[src/rtl/spi_bridge_pkg.sv]
// Shared types and constants for the SPI word bridge and the matrix accelerator controller.
// Opcodes live here so the controller and benches decode the same values.
package spi_bridge_pkg;

    typedef enum logic [1:0] {
        WAIT_IDLE = 2'd0,
        IDLE      = 2'd1,
        SHIFT     = 2'd2
    } state_t;

    localparam logic [15:0] IDLE_WORD_DEFAULT = 16'h0000;

    localparam logic [3:0] START_CAL   = 4'h3;
    localparam logic [3:0] WRITE_VEC   = 4'h4;
    localparam logic [3:0] WRITE_MAT   = 4'h5;
    localparam logic [3:0] READ_RESULT = 4'h6;

endpackage

[src/rtl/spi_pin_sync.sv]
// Multi-flop synchronizer for one asynchronous pin, with one-clk rise/fall pulses
// derived from an extra edge-detect flop behind the synchronized level.
module spi_pin_sync #(
    parameter int   SYNC_STAGES = 2,
    parameter logic RESET_VAL   = 1'b0
) (
    input  logic clk,
    input  logic reset,
    input  logic pin,
    output logic level,
    output logic rise,
    output logic fall
);

    logic [SYNC_STAGES-1:0] sync_reg;
    logic                   prev_reg;

    always_ff @(posedge clk) begin
        if (reset) begin
            sync_reg <= {SYNC_STAGES{RESET_VAL}};
            prev_reg <= RESET_VAL;
        end else begin
            sync_reg <= {sync_reg[SYNC_STAGES-2:0], pin};
            prev_reg <= sync_reg[SYNC_STAGES-1];
        end
    end

    assign level = sync_reg[SYNC_STAGES-1];
    assign rise  = level & ~prev_reg;
    assign fall  = ~level & prev_reg;

endmodule

[src/rtl/spi_word_bridge.sv]
// SPI mode-0 slave: deserializes MOSI into WORD_SIZE-bit words and serializes a
// double-buffered transmit word stream onto MISO, all in the clk domain.
module spi_word_bridge
    import spi_bridge_pkg::*;
#(
    parameter int                   WORD_SIZE   = 16,
    parameter int                   SYNC_STAGES = 2,
    parameter logic [WORD_SIZE-1:0] IDLE_WORD   = WORD_SIZE'(IDLE_WORD_DEFAULT)
) (
    input  logic                 clk,
    input  logic                 reset,
    input  logic                 spi_sclk,
    input  logic                 spi_cs_n,
    input  logic                 spi_mosi,
    output logic                 spi_miso,
    output logic                 spi_miso_oe,
    output logic [WORD_SIZE-1:0] rx_data,
    output logic                 rx_valid,
    input  logic [WORD_SIZE-1:0] tx_data,
    input  logic                 tx_valid,
    output logic                 tx_ready,
    output logic                 frame_err,
    output logic                 underrun
);

    localparam int                 CNT_W      = $clog2(WORD_SIZE);
    localparam logic [CNT_W-1:0]   LAST_BIT   = CNT_W'(WORD_SIZE - 1);
    localparam int                 FLUSH_W    = $clog2(SYNC_STAGES + 2);
    localparam logic [FLUSH_W-1:0] FLUSH_DONE = FLUSH_W'(SYNC_STAGES + 1);

    logic sclk_level, sclk_rise, sclk_fall;
    logic cs_level, cs_rise, cs_fall;
    logic mosi_level;

    spi_pin_sync #(.SYNC_STAGES(SYNC_STAGES), .RESET_VAL(1'b0)) u_sclk_sync (
        .clk   (clk),
        .reset (reset),
        .pin   (spi_sclk),
        .level (sclk_level),
        .rise  (sclk_rise),
        .fall  (sclk_fall)
    );

    spi_pin_sync #(.SYNC_STAGES(SYNC_STAGES), .RESET_VAL(1'b1)) u_cs_sync (
        .clk   (clk),
        .reset (reset),
        .pin   (spi_cs_n),
        .level (cs_level),
        .rise  (cs_rise),
        .fall  (cs_fall)
    );

    spi_pin_sync #(.SYNC_STAGES(SYNC_STAGES), .RESET_VAL(1'b0)) u_mosi_sync (
        .clk   (clk),
        .reset (reset),
        .pin   (spi_mosi),
        .level (mosi_level),
        .rise  (),
        .fall  ()
    );

    state_t                 state_reg, state_next;
    logic [FLUSH_W-1:0]     flush_cnt_reg;
    logic [CNT_W-1:0]       bit_cnt_reg;
    logic [WORD_SIZE-2:0]   rx_shift_reg;
    logic [WORD_SIZE-1:0]   rx_data_reg;
    logic                   rx_valid_reg;
    logic [WORD_SIZE-1:0]   tx_shift_reg;
    logic [WORD_SIZE-1:0]   hold_reg;
    logic                   hold_full_reg;
    logic                   miso_oe_reg;
    logic                   frame_err_reg;
    logic                   underrun_reg;

    logic flushed;
    logic start_evt, end_evt, bit_rise, bit_fall;
    logic reload, shift_out, rx_done;

    // The cs_n synchronizer resets to "deselected", so its level is only trusted
    // once the reset value has been flushed out by real pin samples.
    assign flushed = (flush_cnt_reg == FLUSH_DONE);

    always_comb begin
        state_next = state_reg;
        start_evt  = 1'b0;
        end_evt    = 1'b0;
        bit_rise   = 1'b0;
        bit_fall   = 1'b0;
        unique case (state_reg)
            WAIT_IDLE: begin
                if (flushed && cs_level) begin
                    state_next = IDLE;
                end
            end
            IDLE: begin
                if (cs_fall) begin
                    state_next = SHIFT;
                    start_evt  = 1'b1;
                end
            end
            SHIFT: begin
                if (cs_rise) begin
                    state_next = IDLE;
                    end_evt    = 1'b1;
                end else begin
                    bit_rise = sclk_rise;
                    bit_fall = sclk_fall;
                end
            end
            default: state_next = WAIT_IDLE;
        endcase
    end

    assign reload    = start_evt | (bit_fall & (bit_cnt_reg == '0));
    assign shift_out = bit_fall & (bit_cnt_reg != '0);
    assign rx_done   = bit_rise & (bit_cnt_reg == LAST_BIT);

    always_ff @(posedge clk) begin
        if (reset) begin
            state_reg     <= WAIT_IDLE;
            flush_cnt_reg <= '0;
            bit_cnt_reg   <= '0;
            rx_shift_reg  <= '0;
            rx_data_reg   <= '0;
            rx_valid_reg  <= 1'b0;
            tx_shift_reg  <= '0;
            hold_reg      <= '0;
            hold_full_reg <= 1'b0;
            miso_oe_reg   <= 1'b0;
            frame_err_reg <= 1'b0;
            underrun_reg  <= 1'b0;
        end else begin
            state_reg     <= state_next;
            rx_valid_reg  <= 1'b0;
            frame_err_reg <= 1'b0;
            underrun_reg  <= 1'b0;
            miso_oe_reg   <= (state_next == SHIFT);

            if (!flushed) begin
                flush_cnt_reg <= flush_cnt_reg + 1'b1;
            end

            if (start_evt) begin
                bit_cnt_reg <= '0;
            end

            if (bit_rise) begin
                rx_shift_reg <= {rx_shift_reg[WORD_SIZE-3:0], mosi_level};
                bit_cnt_reg  <= rx_done ? '0 : bit_cnt_reg + 1'b1;
            end

            if (rx_done) begin
                rx_data_reg  <= {rx_shift_reg, mosi_level};
                rx_valid_reg <= 1'b1;
            end

            // Reload priority: held word, then a same-cycle bypass, then the idle filler.
            if (reload) begin
                if (hold_full_reg) begin
                    tx_shift_reg  <= hold_reg;
                    hold_full_reg <= 1'b0;
                end else if (tx_valid) begin
                    tx_shift_reg <= tx_data;
                end else begin
                    tx_shift_reg <= IDLE_WORD;
                    underrun_reg <= 1'b1;
                end
            end else begin
                if (shift_out) begin
                    tx_shift_reg <= {tx_shift_reg[WORD_SIZE-2:0], 1'b0};
                end
                if (tx_valid && !hold_full_reg) begin
                    hold_reg      <= tx_data;
                    hold_full_reg <= 1'b1;
                end
            end

            // End of frame drops any partial word in either direction; the holding buffer survives.
            if (end_evt) begin
                bit_cnt_reg  <= '0;
                rx_shift_reg <= '0;
                tx_shift_reg <= '0;
                if (bit_cnt_reg != '0) begin
                    frame_err_reg <= 1'b1;
                end
            end
        end
    end

    assign spi_miso    = tx_shift_reg[WORD_SIZE-1];
    assign spi_miso_oe = miso_oe_reg;
    assign rx_data     = rx_data_reg;
    assign rx_valid    = rx_valid_reg;
    assign tx_ready    = ~hold_full_reg;
    assign frame_err   = frame_err_reg;
    assign underrun    = underrun_reg;

endmodule
[config.mk]
export PLATFORM = sky130hd
export DESIGN_NAME = spi_word_bridge
export DESIGN_NICKNAME = d
export VERILOG_FILES = /design/src/rtl/spi_bridge_pkg.sv /design/src/rtl/spi_pin_sync.sv /design/src/rtl/spi_word_bridge.sv
export SDC_FILE = /design/constraint.sdc
export NUM_CORES = 1
export LEC_CHECK = 0
export BUFFER_PORTS_ARGS = -buffer_cell sky130_fd_sc_hd__buf_4
export CELL_PAD_IN_SITES_DETAIL_PLACEMENT = 1
export CELL_PAD_IN_SITES_GLOBAL_PLACEMENT = 2
export CORE_MARGIN = 1
export CORE_UTILIZATION = 31
export CTS_CLUSTER_DIAMETER = 30
export CTS_CLUSTER_SIZE = 28
export DETAILED_ROUTE_END_ITERATION = 12
export PLACE_DENSITY_LB_ADDON = 0.1
export SYNTH_ARGS = -nofsm -noshare
export SYNTH_HDL_FRONTEND = slang
export SYNTH_SLANG_ARGS = --single-unit
[constraint.sdc]
create_clock -name clk -period 1.95 [get_ports clk]
set_input_delay 0.39 -clock clk [delete_from_list [all_inputs] [get_ports clk]]
set_output_delay 0.39 -clock clk [all_outputs]
set_load 0.03 [all_outputs]
==> impl_results.md <==
- Filler cell count: 1256
- Worst Slack Setup Final: 0.112 ns
- Die span in x: 107 um
- Initial core utilization: 32.4%
- DRT iter0 DRCs: 44
- Flip-flop and latch area: 0.00168 mm2
- Top cell type's share of synthesized area: 49.6%
- Slew margin rel.: 57.3%
- Synthesized Nets: 412
- Cells after Synth: 387
- Worst Reg-to-Reg Cells: 8
- Cell area after synthesis: 0.00339 mm2
- Routed wirelength normalized by instance count: 13.6 um
- Ports: 44
- R2r setup slk: 0.11 ns
- Cts-stage hold buffer count: 0
- Setup WS pre-CTS: -0.0986 ns
- Buffers on Ports: 43
- Area occupied by multi-input gates: 0.00159 mm2
- Sequential cell area fraction in the yosys report: 49.6%
- Final hold slack: 0.225 ns
- Worst r2r src: bit_cnt_reg[0]
- Vias in the first global route: 2846
- Antenna viol nets, final: 0
- Commonest non-fill, non-tap cell in the layout: nand2_1
- CTS Root Cell: clkbuf_8
- PwrDens: 808 mW/mm2
- Tot GR Track Use: 14.4%
- Critical Path RT: 2.16 ns
- Global-route wire length before repair: 13.0 mm
- FF-to-FF End: hold_reg[0]
- Number of flops mapped to enable cells by yosys: 0
- Share of cells above drive strength 1: 20.0%
- Kind of critical path: flip-flop to flip-flop
- # diodes: 0
- Hold Crit Endpoint: u_cs_sync.sync_reg[0]
- Netlist cell types: 39
- Hpwl dp: 5.09 mm
- Most frequent cells in the layout: nand2_1 (99), dfxtp_1 (84), buf_4 (59)
- Final period utilization: 94.2%
- Slowest CP cell: dfxtp_1
- Max_cap viols: 0
- Async SR Flop Fraction: 0%
- # DRC: 0
- CTS Sinks: 84
- Leak pwr: 1.59 nW
- Synth area leaders: dfxtp_1 (50%), nand2_1 (11%), mux2i_1 (9.5%)
- Synth warnings: 0
- Clk buf depth: 2
- CP startpoint kind: flip-flop
- Total congestion overflow: 0
- Synth Flop Type: dfxtp_1
- HP Start: spi_cs_n
- Die Y-Extent: 107 um
- Outcome: completed
- Peak supply drop: 0.341 mV
- Worst-Margin Slew: 0.640 ns
- Buffers and inverters on the worst path: 2
- Synthesis-to-layout area growth: 23.1%
- H-tree levels: 3
- CTS tree: built
- Total Nets Final: 461
- Final Max Tran Viols: 0
- Crit path largest cell delay: 0.34 ns
- Global Route met1 Usage: 16.5%
- DRT Wirelength: 7.81 mm
- Ordered cell list for the critical path: inv_1 > ha_1 > nor3b_4 > o22ai_4 > o211ai_4 > clkbuf_16 > mux2i_1 > nor2_1
- Mean post-synth cell area: 8.76 um2
- Synth area leader: dfxtp_1
- Detailed Routing Iterations Pass 1: 4
- Busiest grt layer: met2
- Hold Crit Class: primary input to flip-flop
- Core area: 0.0105 mm2
- Crit path max fanout: 8
- Initial antenna violation count: 0
- Clock Skew: 0.0109 ns
- Reg clk slew, reported paths: 0.08 ns
- Drt via density: 4.79
- #FFs+latches synth: 84
- CTS Buf Count: 9
- Cell row count: 37
- Worst path top cell family by delay: compound AO/OA/AOI/OAI gates
- Final hold vios: 0
- Worst Hold Path Cells: 2
- Max Freq: 544 MHz
- Gpl congestion: 0.692
- GRT met2 Usage: 26.2%
- Worst path arrival time: 2.05 ns
- Worst setup EP type: flip-flop
- Largest net degree at the start of global routing: 50
- Util after Layout: 39.9%
- Setup-failing EPs final: 0
- GR Util met3: 2.88%
- Vias: 2759
- Final min period: 1.84 ns
- Die area: 0.0114 mm2
- Latest clock arrival within the worst-skew pair: 0.35 ns
-- worst reg2reg max path, stage by stage, from the launching register on --
cell,delay (ns)
dfxtp_1,0.34
inv_1,0.09
ha_1,0.16
nor3b_4,0.26
o22ai_4,0.13
o211ai_4,0.25
clkbuf_16,0.22
mux2i_1,0.20
nor2_1,0.05
-- repair_timing --
item,CTS,global route
cloned,0,1
pin swaps,0,1
buffers inserted,0,1
setup endpoints to repair,25,25
resized for setup,1,3
-- stage by stage --
step | total power [mW] | cells | setup TNS [ns] | instance area (um2)
final | 3.37 | 576 | 0 | 4170
after global routing | 3.51 | 576 | -0.0507 | 4170
after CTS | 3.42 | 574 | 0 | 4120
after detailed placement | 2.08 | 559 | -1.38 | 3910
after global placement | 2.07 | 559 | -0.814 | 3910
after floorplan | 1.98 | 387 | 0 | 3390
-- report_power, final --
part	leakage, nW	switching [mW]	total (mW)	internal, mW
Combinational	0.808	0.138	0.260	0.122
Sequential	0.681	0.0234	1.78	1.76
Clock	0.102	0.618	1.33	0.711
-- per-layer routing --
metal  share of wire, %  routed length, um
met4                1.1                 88
met2                 50               3930
met5                  0                  0
met3                2.8                217
met1                 46               3570
-- cells in the mapped netlist (2+ instances only) --
library cell	n
clkbuf_1	12
nand3_1	3
o21ai_0	19
dfxtp_1	84
inv_1	5
a21oi_1	39
nor2_1	29
nor2b_1	5
ha_1	3
buf_2	7
nand2_1	99
or2_2	4
nand2b_1	3
o2bb2ai_1	15
and2b_1	2
nor3_1	2
buf_1	3
mux2i_1	32
-- logic make-up (layout without fill, tap and decap cells) --
logic type / count (synthesis) / in the layout / synth area share (%)
DFF: 84 / 84 / 49.6
muxes: 32 / 32 / 9.45
AOI/OAI and AO/OA: 80 / 80 / 14.6
adders and majority gates: 3 / 3 / 1.11
xor gates and xnor gates: 1 / 1 / 0.259
buffers and inverters: 29 / 82 / 4.17
and+or+nand+nor: 158 / 158 / 20.8
-- worst max path at each step --
stage / slack (ns) / depth (start not counted) / to / start
5_1_grt: -0.01 / 8 / hold_reg[13] / bit_cnt_reg[0]
2_1_floorplan: 0.13 / 8 / hold_reg[0] / bit_cnt_reg[0]
4_1_cts: 0.007 / 5 / tx_shift_reg[10] / state_reg[1]
6_report: 0.11 / 8 / hold_reg[0] / bit_cnt_reg[0]
3_3_place_gp: -0.06 / 8 / hold_reg[11] / bit_cnt_reg[0]
3_5_place_dp: -0.1 / 8 / hold_reg[2] / bit_cnt_reg[0]
-- cell type report --
cell class | count | area share, %
Timing Repair Buffer | 62 | 12.2
Inverter | 5 | 0.450
Tap cell | 136 | 4.08
Clock buffer | 10 | 3.06
Multi-Input combinational cell | 274 | 38.0
Sequential cell | 84 | 40.3
Clock inverter | 5 | 1.86
No activity file was read; power rests on OpenSTA's default activity.
